File: src/rtl/mem_access_unit.sv
// ---------------------------------------------------------------------------
// mem_access_unit
//
// MEM-stage consumer of the EX/MEM pipeline register. A load or store coming
// out of EX is turned into a single req/gnt/rvalid transaction on the data
// bus. Store data is replicated across byte lanes with matching byte
// enables; load data is shifted down from its lane and sign- or
// zero-extended. Writeback outputs are registered. While a bus access is
// outstanding the upstream pipeline is frozen through stall_req.
//
// Ports
//   clk, rst       clock, asynchronous active-high reset
//   rd_in          ALU result: address for load/store, writeback data otherwise
//   rd_en_in       writeback enable of the instruction in EX/MEM
//   rd_addr_in     destination register of the instruction in EX/MEM
//   load_flag_in   one-hot {LHU,LBU,LW,LH,LB}, 0 = no load
//   store_flag_in  one-hot {SW,SH,SB}, 0 = no store
//   store_data_in  rs2 value for stores
//   mem_req        bus request, held until mem_gnt
//   mem_we         1 = write transaction
//   mem_addr       word-aligned bus address
//   mem_be         byte enables
//   mem_wdata      lane-replicated store data
//   mem_gnt        request accepted this cycle
//   mem_rvalid     read data valid
//   mem_rdata      read data word
//   wb_data        registered writeback data
//   wb_en          registered writeback enable
//   wb_addr        registered writeback register
//   stall_req      freeze upstream while an access is in flight
//   misalign_exc   one-cycle pulse: misaligned access, no bus activity
//   bus_err        one-cycle pulse: access aborted by timeout
// ---------------------------------------------------------------------------
module mem_access_unit #(
  parameter int XLEN    = 32,
  parameter int REG_AW  = 5,
  parameter int TIMEOUT = 255,
  parameter int TO_W    = 8
) (
  input  logic              clk,
  input  logic              rst,
  input  logic [XLEN-1:0]   rd_in,
  input  logic              rd_en_in,
  input  logic [REG_AW-1:0] rd_addr_in,
  input  logic [4:0]        load_flag_in,
  input  logic [2:0]        store_flag_in,
  input  logic [XLEN-1:0]   store_data_in,
  output logic              mem_req,
  output logic              mem_we,
  output logic [XLEN-1:0]   mem_addr,
  output logic [3:0]        mem_be,
  output logic [XLEN-1:0]   mem_wdata,
  input  logic              mem_gnt,
  input  logic              mem_rvalid,
  input  logic [XLEN-1:0]   mem_rdata,
  output logic [XLEN-1:0]   wb_data,
  output logic              wb_en,
  output logic [REG_AW-1:0] wb_addr,
  output logic              stall_req,
  output logic              misalign_exc,
  output logic              bus_err
);

  typedef enum logic [1:0] {
    IDLE   = 2'd0,
    REQ    = 2'd1,
    WAIT_R = 2'd2,
    DONE   = 2'd3
  } state_t;

  state_t state;
  state_t next_state;

  // Decoded operation of the instruction currently presented by EX/MEM
  logic is_lb, is_lh, is_lw, is_lbu, is_lhu;
  logic is_sb, is_sh, is_sw;
  logic is_load, is_store, is_mem;
  logic misaligned;
  logic start_access;

  // Lane-formatted request for the presented instruction
  logic [3:0]      be_next;
  logic [XLEN-1:0] wdata_next;

  // Request latched for the duration of the access
  logic [XLEN-1:0]   addr_q;
  logic [3:0]        be_q;
  logic [XLEN-1:0]   wdata_q;
  logic              we_q;
  logic [4:0]        ld_kind_q;
  logic [1:0]        off_q;
  logic [REG_AW-1:0] rd_addr_q;
  logic              rd_en_q;

  logic [TO_W-1:0] to_cnt;
  logic            timeout_hit;

  logic [XLEN-1:0] rdata_shifted;
  logic [XLEN-1:0] load_ext;

  logic wb_en_q;
  logic misalign_q;
  logic bus_err_q;

  // Flags are expected one-hot, but a malformed encoding must still decode
  // to exactly one operation: lowest set bit wins and any load outranks any
  // store.
  always_comb begin
    is_lb  = 1'b0;
    is_lh  = 1'b0;
    is_lw  = 1'b0;
    is_lbu = 1'b0;
    is_lhu = 1'b0;
    is_sb  = 1'b0;
    is_sh  = 1'b0;
    is_sw  = 1'b0;
    if (load_flag_in[0])       is_lb  = 1'b1;
    else if (load_flag_in[1])  is_lh  = 1'b1;
    else if (load_flag_in[2])  is_lw  = 1'b1;
    else if (load_flag_in[3])  is_lbu = 1'b1;
    else if (load_flag_in[4])  is_lhu = 1'b1;
    else if (store_flag_in[0]) is_sb  = 1'b1;
    else if (store_flag_in[1]) is_sh  = 1'b1;
    else if (store_flag_in[2]) is_sw  = 1'b1;
  end

  assign is_load  = is_lb | is_lh | is_lw | is_lbu | is_lhu;
  assign is_store = is_sb | is_sh | is_sw;
  assign is_mem   = is_load | is_store;

  assign misaligned = ((is_lh | is_lhu | is_sh) & rd_in[0]) |
                      ((is_lw | is_sw) & (rd_in[1:0] != 2'b00));

  assign start_access = is_mem & ~misaligned;

  // Byte enables follow the access width for loads as well as stores so the
  // bus sees which lanes the load actually consumes.
  always_comb begin
    be_next    = 4'b0000;
    wdata_next = '0;
    if (is_sb || is_lb || is_lbu) begin
      be_next    = 4'b0001 << rd_in[1:0];
      wdata_next = {4{store_data_in[7:0]}};
    end else if (is_sh || is_lh || is_lhu) begin
      be_next    = rd_in[1] ? 4'b1100 : 4'b0011;
      wdata_next = {2{store_data_in[15:0]}};
    end else if (is_sw || is_lw) begin
      be_next    = 4'b1111;
      wdata_next = store_data_in;
    end
    if (!is_store) begin
      wdata_next = '0;
    end
  end

  assign timeout_hit = (to_cnt == TO_W'(TIMEOUT));

  // Load data extraction from the lane selected by the latched byte offset
  assign rdata_shifted = mem_rdata >> {off_q, 3'b000};

  always_comb begin
    load_ext = rdata_shifted;
    if (ld_kind_q[0])      load_ext = {{24{rdata_shifted[7]}}, rdata_shifted[7:0]};
    else if (ld_kind_q[1]) load_ext = {{16{rdata_shifted[15]}}, rdata_shifted[15:0]};
    else if (ld_kind_q[2]) load_ext = mem_rdata;
    else if (ld_kind_q[3]) load_ext = {24'h000000, rdata_shifted[7:0]};
    else if (ld_kind_q[4]) load_ext = {16'h0000, rdata_shifted[15:0]};
  end

  // FSM state register
  always_ff @(posedge clk or posedge rst) begin
    if (rst) begin
      state <= IDLE;
    end else begin
      state <= next_state;
    end
  end

  // FSM next-state logic; the timeout abort takes priority over a late
  // gnt/rvalid arriving in the same cycle.
  always_comb begin
    next_state = state;
    case (state)
      IDLE: begin
        if (start_access) next_state = REQ;
      end
      REQ: begin
        if (timeout_hit)  next_state = IDLE;
        else if (mem_gnt) next_state = we_q ? DONE : WAIT_R;
      end
      WAIT_R: begin
        if (timeout_hit)     next_state = IDLE;
        else if (mem_rvalid) next_state = DONE;
      end
      DONE: begin
        next_state = IDLE;
      end
      default: begin
        next_state = IDLE;
      end
    endcase
  end

  // FSM outputs. In the abort cycle both the request and the stall drop so
  // the upstream pipeline moves past the failed instruction instead of
  // re-issuing it from IDLE. Stall is also masked during reset so every
  // output is quiet while rst is held.
  always_comb begin
    mem_req   = 1'b0;
    mem_we    = 1'b0;
    stall_req = 1'b0;
    case (state)
      IDLE: begin
        stall_req = start_access;
      end
      REQ: begin
        mem_req   = ~timeout_hit;
        mem_we    = we_q & ~timeout_hit;
        stall_req = ~timeout_hit;
      end
      WAIT_R: begin
        stall_req = ~timeout_hit;
      end
      DONE: begin
        stall_req = 1'b0;
      end
      default: begin
        stall_req = 1'b0;
      end
    endcase
    if (rst) begin
      stall_req = 1'b0;
    end
  end

  assign mem_addr  = addr_q;
  assign mem_be    = be_q;
  assign mem_wdata = wdata_q;

  // Wait counter: restarts on every state change, so it measures the time
  // spent in the current waiting state only.
  always_ff @(posedge clk or posedge rst) begin
    if (rst) begin
      to_cnt <= '0;
    end else if (next_state != state) begin
      to_cnt <= '0;
    end else if ((state == REQ || state == WAIT_R) && !timeout_hit) begin
      to_cnt <= to_cnt + TO_W'(1);
    end
  end

  // Request latch, captured once when an aligned access leaves IDLE
  always_ff @(posedge clk or posedge rst) begin
    if (rst) begin
      addr_q    <= '0;
      be_q      <= 4'b0000;
      wdata_q   <= '0;
      we_q      <= 1'b0;
      ld_kind_q <= 5'b00000;
      off_q     <= 2'b00;
      rd_addr_q <= '0;
      rd_en_q   <= 1'b0;
    end else if (state == IDLE && start_access) begin
      addr_q    <= {rd_in[XLEN-1:2], 2'b00};
      be_q      <= be_next;
      wdata_q   <= wdata_next;
      we_q      <= is_store;
      ld_kind_q <= {is_lhu, is_lbu, is_lw, is_lh, is_lb};
      off_q     <= rd_in[1:0];
      rd_addr_q <= rd_addr_in;
      rd_en_q   <= rd_en_in;
    end
  end

  // Writeback and exception pulses. Non-memory ops pass straight through
  // from IDLE; a load retires its data on the rvalid edge so it is visible
  // in DONE; everything else leaves wb_en low.
  always_ff @(posedge clk or posedge rst) begin
    if (rst) begin
      wb_data    <= '0;
      wb_en_q    <= 1'b0;
      wb_addr    <= '0;
      misalign_q <= 1'b0;
      bus_err_q  <= 1'b0;
    end else begin
      misalign_q <= (state == IDLE) && is_mem && misaligned;
      bus_err_q  <= (state == REQ || state == WAIT_R) && timeout_hit;
      wb_en_q    <= 1'b0;
      case (state)
        IDLE: begin
          if (!is_mem) begin
            wb_data <= rd_in;
            wb_en_q <= rd_en_in;
            wb_addr <= rd_addr_in;
          end
        end
        WAIT_R: begin
          if (mem_rvalid && !timeout_hit) begin
            wb_data <= load_ext;
            wb_en_q <= rd_en_q;
            wb_addr <= rd_addr_q;
          end
        end
        default: begin
          wb_en_q <= 1'b0;
        end
      endcase
    end
  end

  assign wb_en        = wb_en_q;
  assign misalign_exc = misalign_q;
  assign bus_err      = bus_err_q;

endmodule

File: config.mk
export PLATFORM = sky130hd
export DESIGN_NAME = mem_access_unit
export DESIGN_NICKNAME = d
export VERILOG_FILES = /design/src/rtl/mem_access_unit.sv
export SDC_FILE = /design/constraint.sdc
export NUM_CORES = 1
export LEC_CHECK = 0
export CAP_MARGIN = 20
export CORE_ASPECT_RATIO = 1.75
export CORE_MARGIN = 2
export CORE_UTILIZATION = 34
export DETAILED_ROUTE_END_ITERATION = 8
export GPL_ROUTABILITY_DRIVEN = 0
export PLACE_DENSITY = 0.65
export REMOVE_ABC_BUFFERS = 1
export SETUP_SLACK_MARGIN = 0.1
export SYNTH_ARGS = -nofsm -noshare
export SYNTH_HDL_FRONTEND = slang
export SYNTH_SLANG_ARGS = --single-unit
File: constraint.sdc
create_clock -name clk -period 4 [get_ports clk]
set_clock_uncertainty 0.05 [all_clocks]
set_input_delay 0.8 -clock clk [delete_from_list [all_inputs] [get_ports clk]]
set_output_delay 0.8 -clock clk [all_outputs]
set_load 0.01 [all_outputs]
### Yosys cells after proc, flatten, opt, wreduce, memory -nomap -nowiden

Index checks and enable logic that the tools add are counted.

| word-level totals | value |
|---|---|
| register bits | 130 |
| latch bits | 0 |
| bits in writable memories | 0 |
| ROM bits | 0 |
| input bits | 114 |
| output and inout port bits | 111 |
| word-level logic and storage cells | 132 |
| memories kept | 0 |

| cells by class | value |
|---|---|
| add/subtract/negate cells | 1 |
| $mul | 0 |
| div/mod/pow operators | 0 |
| $lt $le $gt $ge | 0 |
| equal/unequal tests | 7 |
| shifts and indexed selects | 2 |
| muxes and demuxes | 71 |
| bitwise logic cells | 17 |
| reduce and logical (&&, ||, !) cells | 19 |

Operator list:

| operator | number |
|---|---|
| $mux W32 | 11 |
| $pmux W32 S2 | 1 |
| $mux W1 | 42 |
| $shr A32 B5 Y32 | 1 |
| $mux W4 | 4 |
| $mux W8 | 2 |
| $or A1 B1 Y1 | 11 |
| $mux W2 | 5 |
| $mux W5 | 2 |
| $pmux W5 S2 | 1 |
| $add A8 B1 Y8 const B | 1 |
| $eq A8 B8 Y1 const B | 1 |
| $pmux W2 S4 | 1 |
| $logic_and A1 B1 Y1 | 6 |
| $logic_or A1 B1 Y1 | 6 |
| $reduce_bool A2 Y1 | 3 |
| $and A1 B1 Y1 | 4 |
| $eq A2 B2 Y1 const B | 2 |
| $shl A1 B2 Y4 const A | 1 |
| $pmux W1 S3 | 1 |
| $reduce_and A3 Y1 | 1 |
| $eq A2 B1 Y1 const B | 1 |
| $logic_not A2 Y1 | 1 |
| $ne A2 B1 Y1 const B | 1 |
| 6 further kinds | 7 |

### Depth between registers and ports, before layout

| depth | value |
|---|---|
| word-level depth | 17 |
| gate-level depth with buffers | 10 |
| gate-level depth less buffers | 8 |

### Worst setup path before layout

No wires, ideal clock.

| timing | value |
|---|---|
| path type | input -> output |
| start | input load_flag_in[0] |
| end | output stall_req |
| data arrival time | 2325 ps |
| data required time | 3150 ps |
| slack | 825 ps |
| stages | 9 |
| buffers on the path | 4 |
| cell sequence | buf_6 > nor4_1 > o21ai_1 > a31oi_2 > or2_1 > buf_6 > buf_6 > buf_6 > a21oi_1 |

| on the way | value |
|---|---|
| cells in the longest elaborated chain, start to end | 9 |

RTL lines:

| what | RTL line | source |
|---|---|---|
| start, declared | 45 | `input logic [4:0] load_flag_in,` |
| $mux W1 | 117 | `if (load_flag_in[0]) is_lb = 1'b1;` |
| $or A1 B1 Y1 (on tied branches) (2 in series) | 127, 131 |  |
| $or A1 B1 Y1 / $and A1 B1 Y1 (equally long branches) | 127, 131 |  |
| $or A1 B1 Y1 (on tied branches) | 127, 131 |  |
| $or A1 B1 Y1 / $not A1 Y1 (equally long branches) | 129, 134 |  |
| $and A1 B1 Y1 * | 134 | `assign start_access = is_mem & ~misaligned;` |
| $pmux W1 S3 * | 212 | `case (state)` |
| $mux W1 * | 231 | `if (rst) begin` |
| end, declared | 59 | `output logic stall_req,` |

Every way passes the cells marked *; elsewhere a longest branch is shown, timed or not.

### Final worst setup path

Ends and elaborated chain as after synthesis.

==> flow_summary.html <==
<table>
<tr><th>Metric</th><th>Value</th></tr>
<tr><th colspan="2">Yosys</th></tr>
<tr><td>Synthesized cell area</td><td>6560 µm²</td></tr>
<tr><td>Cell type contributing the most total cell area after synthesis</td><td>dfrtp_1</td></tr>
<tr><td>Leading post-synthesis cells by cell area</td><td>dfrtp_1 50%, mux2_2 5.3%, nand2_1 4.6%</td></tr>
<tr><td>Post-synthesis mux area share</td><td>11.0%</td></tr>
<tr><td>Count of flip-flops with a built-in enable after synthesis</td><td>0</td></tr>
<tr><td>Compound-gate portion of the synthesized area</td><td>20.3%</td></tr>
<tr><td>Most instantiated cells after synthesis</td><td>130 x dfrtp_1, 81 x nand2_1, 47 x o21ai_0, 45 x nor2_1, 31 x mux2_2</td></tr>
<tr><td>Area fraction in and, or, nand and nor cells after synthesis</td><td>13.4%</td></tr>
<tr><td>Sequential share of the synthesized area</td><td>49.6%</td></tr>
<tr><td>Proportion of register bits with asynchronous set or reset after synthesis</td><td>100%</td></tr>
<tr><td>Top_reg_cell synth</td><td>dfrtp_1</td></tr>
<tr><td>Number of different library cells in the post-synthesis netlist</td><td>61</td></tr>
<tr><td>Most frequent cell after synthesis</td><td>dfrtp_1</td></tr>
<tr><td>Xor and xnor fraction of the mapped netlist area</td><td>0.534%</td></tr>
<tr><td>Post-synth top area share</td><td>49.6%</td></tr>
<tr><td>Syn Area/Cell</td><td>10.2 µm²</td></tr>
<tr><td>Yosys warning total</td><td>0</td></tr>
<tr><td>Number of synthesized register bits</td><td>130</td></tr>
<tr><td>Adder-cell share of the synthesized area</td><td>0.763%</td></tr>
<tr><td>Number of instances in the synthesized netlist</td><td>643</td></tr>
<tr><td>Dominant combinational cell family by area after synthesis</td><td>compound AO/OA/AOI/OAI gates</td></tr>
<tr><th colspan="2">STA</th></tr>
<tr><td>Final setup violation count</td><td>0</td></tr>
<tr><td>Max Clock Freq</td><td>268 MHz</td></tr>
<tr><td>Final Hold Vio Count</td><td>0</td></tr>
<tr><td>Post-layout minimum cycle time</td><td>3.73 ns</td></tr>
<tr><td>RSZ-0062 raised after global routing</td><td>no</td></tr>
<tr><td>Post-route clock period utilization</td><td>93.2%</td></tr>
<tr><td>Hold slack</td><td>0.425 ns</td></tr>
<tr><td>Number of pins with negative max-slew slack in the final report</td><td>0</td></tr>
<tr><td>Setup total negative slack</td><td>0 ns</td></tr>
<tr><td>Slew @ Worst Pin</td><td>1.06 ns</td></tr>
<tr><td>Max-Slew Margin vs Limit</td><td>29.0%</td></tr>
<tr><td>Setup ws final</td><td>0.270 ns</td></tr>
<tr><th colspan="2">Global route</th></tr>
<tr><td>Number of global-route vias before repair</td><td>5,896</td></tr>
<tr><td>Wire length of the first global-routing pass</td><td>33.0 mm</td></tr>
<tr><td>Overall Global Routing Usage</td><td>21.4%</td></tr>
<tr><td>Antenna violations before repair</td><td>1</td></tr>
<tr><td>Pin count of the biggest net entering global routing</td><td>90</td></tr>
<tr><td>Grt ovf</td><td>0</td></tr>
<tr><th colspan="2">Finish</th></tr>
<tr><td>Layout-stage area growth over the synthesis result</td><td>46.9%</td></tr>
<tr><td>Multi-input gate area in the final layout</td><td>3030 µm²</td></tr>
<tr><td>Final non-filler cell total</td><td>1,110</td></tr>
<tr><td>FF/Latch Area</td><td>3250 µm²</td></tr>
<tr><td>Final instance area</td><td>9630 µm²</td></tr>
<tr><td>Layout cell share with drive strength beyond 1</td><td>11.1%</td></tr>
<tr><td>Fill cell instance count of the final layout</td><td>1,726</td></tr>
<tr><td>Final #Nets</td><td>973</td></tr>
<tr><th colspan="2">Route</th></tr>
<tr><td>Drt pass-1 iters</td><td>5</td></tr>
<tr><td>DR DRC count</td><td>0</td></tr>
<tr><td>Total via count after detailed routing</td><td>5,782</td></tr>
<tr><td>Final routed wirelength across all metal layers</td><td>21.3 mm</td></tr>
<tr><td>Iter 0 DRT Violations</td><td>289</td></tr>
<tr><td>Antenna-violating nets left</td><td>0</td></tr>
<tr><td>Wire length per cell after detailed routing</td><td>19.2 µm</td></tr>
<tr><td>Via-to-Cell Ratio</td><td>5.21</td></tr>
<tr><th colspan="2">Status</th></tr>
<tr><td>Run status</td><td>finished, final reports clean</td></tr>
<tr><th colspan="2">Place</th></tr>
<tr><td>Post-place instance area</td><td>8980 µm²</td></tr>
<tr><td>Post-placement setup slack</td><td>0.269 ns</td></tr>
<tr><td>Number of I/O port buffers</td><td>222</td></tr>
<tr><td>Placed instance count</td><td>1,077</td></tr>
<tr><td>Sum of net half-perimeters after detailed placement</td><td>15.5 mm</td></tr>
<tr><th colspan="2">Clocking</th></tr>
<tr><td>Clock transition at the registers of the reported paths</td><td>0.06 ns</td></tr>
<tr><td>Post-CTS Hold Buffers</td><td>0</td></tr>
<tr><td>Deepest level of the CTS H-tree</td><td>4</td></tr>
<tr><td>Maximum buffer depth of the clock tree</td><td>2</td></tr>
<tr><td>Clock network latency to the later pin of the worst-skew pair</td><td>0.42 ns</td></tr>
<tr><td>Post-CTS repair timing setup buffer count</td><td>0</td></tr>
<tr><td>Post-CTS sizing</td><td>0</td></tr>
<tr><td>Clock Tree Root</td><td>clkbuf_16</td></tr>
<tr><td>Clk sink count</td><td>130</td></tr>
<tr><td>CTS tree</td><td>built</td></tr>
<tr><td>Number of buffers created by CTS</td><td>17</td></tr>
<tr><th colspan="2">Critical path</th></tr>
<tr><td>Maximum net fanout on the critical path</td><td>6</td></tr>
<tr><td>Arrival time reported for the critical path endpoint</td><td>2.88 ns</td></tr>
<tr><td>Worst Path Class, Setup</td><td>in2out</td></tr>
<tr><td>Req. time, crit path</td><td>3.15 ns</td></tr>
<tr><td>Element type at the critical path start</td><td>input pin</td></tr>
<tr><td>Worst Setup End Kind</td><td>output pin</td></tr>
<tr><th colspan="2">Die</th></tr>
<tr><td>Number of primary I/O pins</td><td>225</td></tr>
<tr><td>Width of the die</td><td>109 µm</td></tr>
<tr><td>Initial Utilization</td><td>34.5%</td></tr>
<tr><td>Area enclosed by the die boundary</td><td>20,500 µm²</td></tr>
<tr><td>Placeable Area</td><td>19,000 µm²</td></tr>
<tr><td>Die height</td><td>188 µm</td></tr>
<tr><td>Number of core rows</td><td>67</td></tr>
<tr><th colspan="2">Power and ir drop</th></tr>
<tr><td>Cell Pwr Density</td><td>708 nW/µm²</td></tr>
<tr><td>Worst voltage drop across the vdd grid</td><td>0.518 mV</td></tr>
<tr><td>Leakage power summed over all cells</td><td>0.00405 µW</td></tr>
<tr><th colspan="2">Worst hold path</th></tr>
<tr><td>Kind of path behind the tightest hold check</td><td>reg2reg</td></tr>
<tr><th colspan="2">Flow run</th></tr>
<tr><td>Max-cap check violation count</td><td>0</td></tr>
</table>
-- layer usage --
metal / GRT usage (%) / wire [µm]
met5: 0 / 0
met2: 38.6 / 11800
met1: 23.2 / 7810
met3: 4.59 / 1030
met4: 9.52 / 736
-- placed cells by master, fill, tap and decap left out, types with 3 or more instances in the layout --
cell type,instances
nand3_1,8
o21a_1,3
mux2_1,9
dfrtp_1,130
a21oi_1,27
nor2_1,45
o211ai_1,3
a221o_1,6
clkinv_2,3
o21ai_1,23
inv_1,6
nand2_1,81
ha_1,3
nand3b_1,4
a211oi_1,12
clkinv_4,5
a21o_1,11
clkbuf_16,17
a22oi_1,8
nor2b_1,6
clkdlybuf4s50_1,222
o31ai_1,16
bufinv_16,5
nand2b_1,5
a222oi_1,8
mux2i_1,25
a22o_1,15
mux2_2,31
buf_4,14
nor3_1,12
o21ai_0,47
and2_1,3
a221oi_1,6
o22ai_1,3
-- metrics by stage --
step | utilization (%) | total power, µW
2_1_floorplan | - | 3680
3_3_place_gp | 47.2 | 5110
3_5_place_dp | 47.2 | 5160
4_1_cts | 50.6 | 6910
5_1_grt | 50.6 | 7260
6_report | 50.6 | 6820
-- worst paths after layout --
path | startpoint | endpoint | slack (ns) | cells after the start
setup / recovery | load_flag_in[0] | stall_req | 0.27 | 7
hold reg to reg | wb_data[2]$_DFFE_PP0P_ | wb_data[2]$_DFFE_PP0P_ | 0.42 | 1
max in group asynchronous | rst | mem_addr[8]$_DFFE_PP0P_ | 2.34 | 3
setup reg to reg | state[0]$_DFF_PP0_ | wb_data[1]$_DFFE_PP0P_ | 1.43 | 8
min in group asynchronous | rst | mem_wdata[5]$_DFFE_PP0P_ | 0.83 | 2
hold / removal | wb_data[2]$_DFFE_PP0P_ | wb_data[2]$_DFFE_PP0P_ | 0.42 | 1
-- kinds of logic after synthesis --
| family | after synthesis |
|---|---|
| buffers and inverters | 53 |
| muxes | 66 |
| xor gates and xnor gates | 4 |
| other | 1 |
| AOI/OAI and AO/OA | 199 |
| DFF | 130 |
| and+or+nand+nor | 186 |
| adders and majority gates | 4 |
-- state kept, by name, summed over array words and instances (netlist names) --
signal,count
mem_wdata,32
wb_data,32
mem_addr,30
to_cnt,8
ld_kind_q,5
rd_addr_q,5
wb_addr,5
mem_be,4
off_q,2
state,2
bus_err,1
misalign_exc,1
rd_en_q,1
wb_en,1
we_q,1
-- worst max-delay path, cell delays in order --
cell	delay (ns)
clkdlybuf4s50_1	0.61
nor3b_2	0.13
a221oi_2	0.31
a31oi_2	0.07
or2_4	0.28
a21oi_1	0.13
clkdlybuf4s50_1	0.56
-- area by class of cell --
| class | instances | share of cell area (%) |
|---|---|---|
| inverters | 7 | 0.325 |
| diodes | 1 | 0.0260 |
| clock buffers | 19 | 4.60 |
| clock inverters | 13 | 2.17 |
| flip-flops and latches | 130 | 33.8 |
| repair buffers | 238 | 24.6 |
| multi-input cells | 461 | 31.4 |
| well taps | 241 | 3.13 |
-- power by group --
group | internal (µW) | switching (µW) | total, µW
clock network | 1120 | 595 | 1720
registers | 1780 | 279 | 2050
logic | 1490 | 1550 | 3050
total | 4390 | 2430 | 6820
No activity file was read; power rests on OpenSTA's default activity.
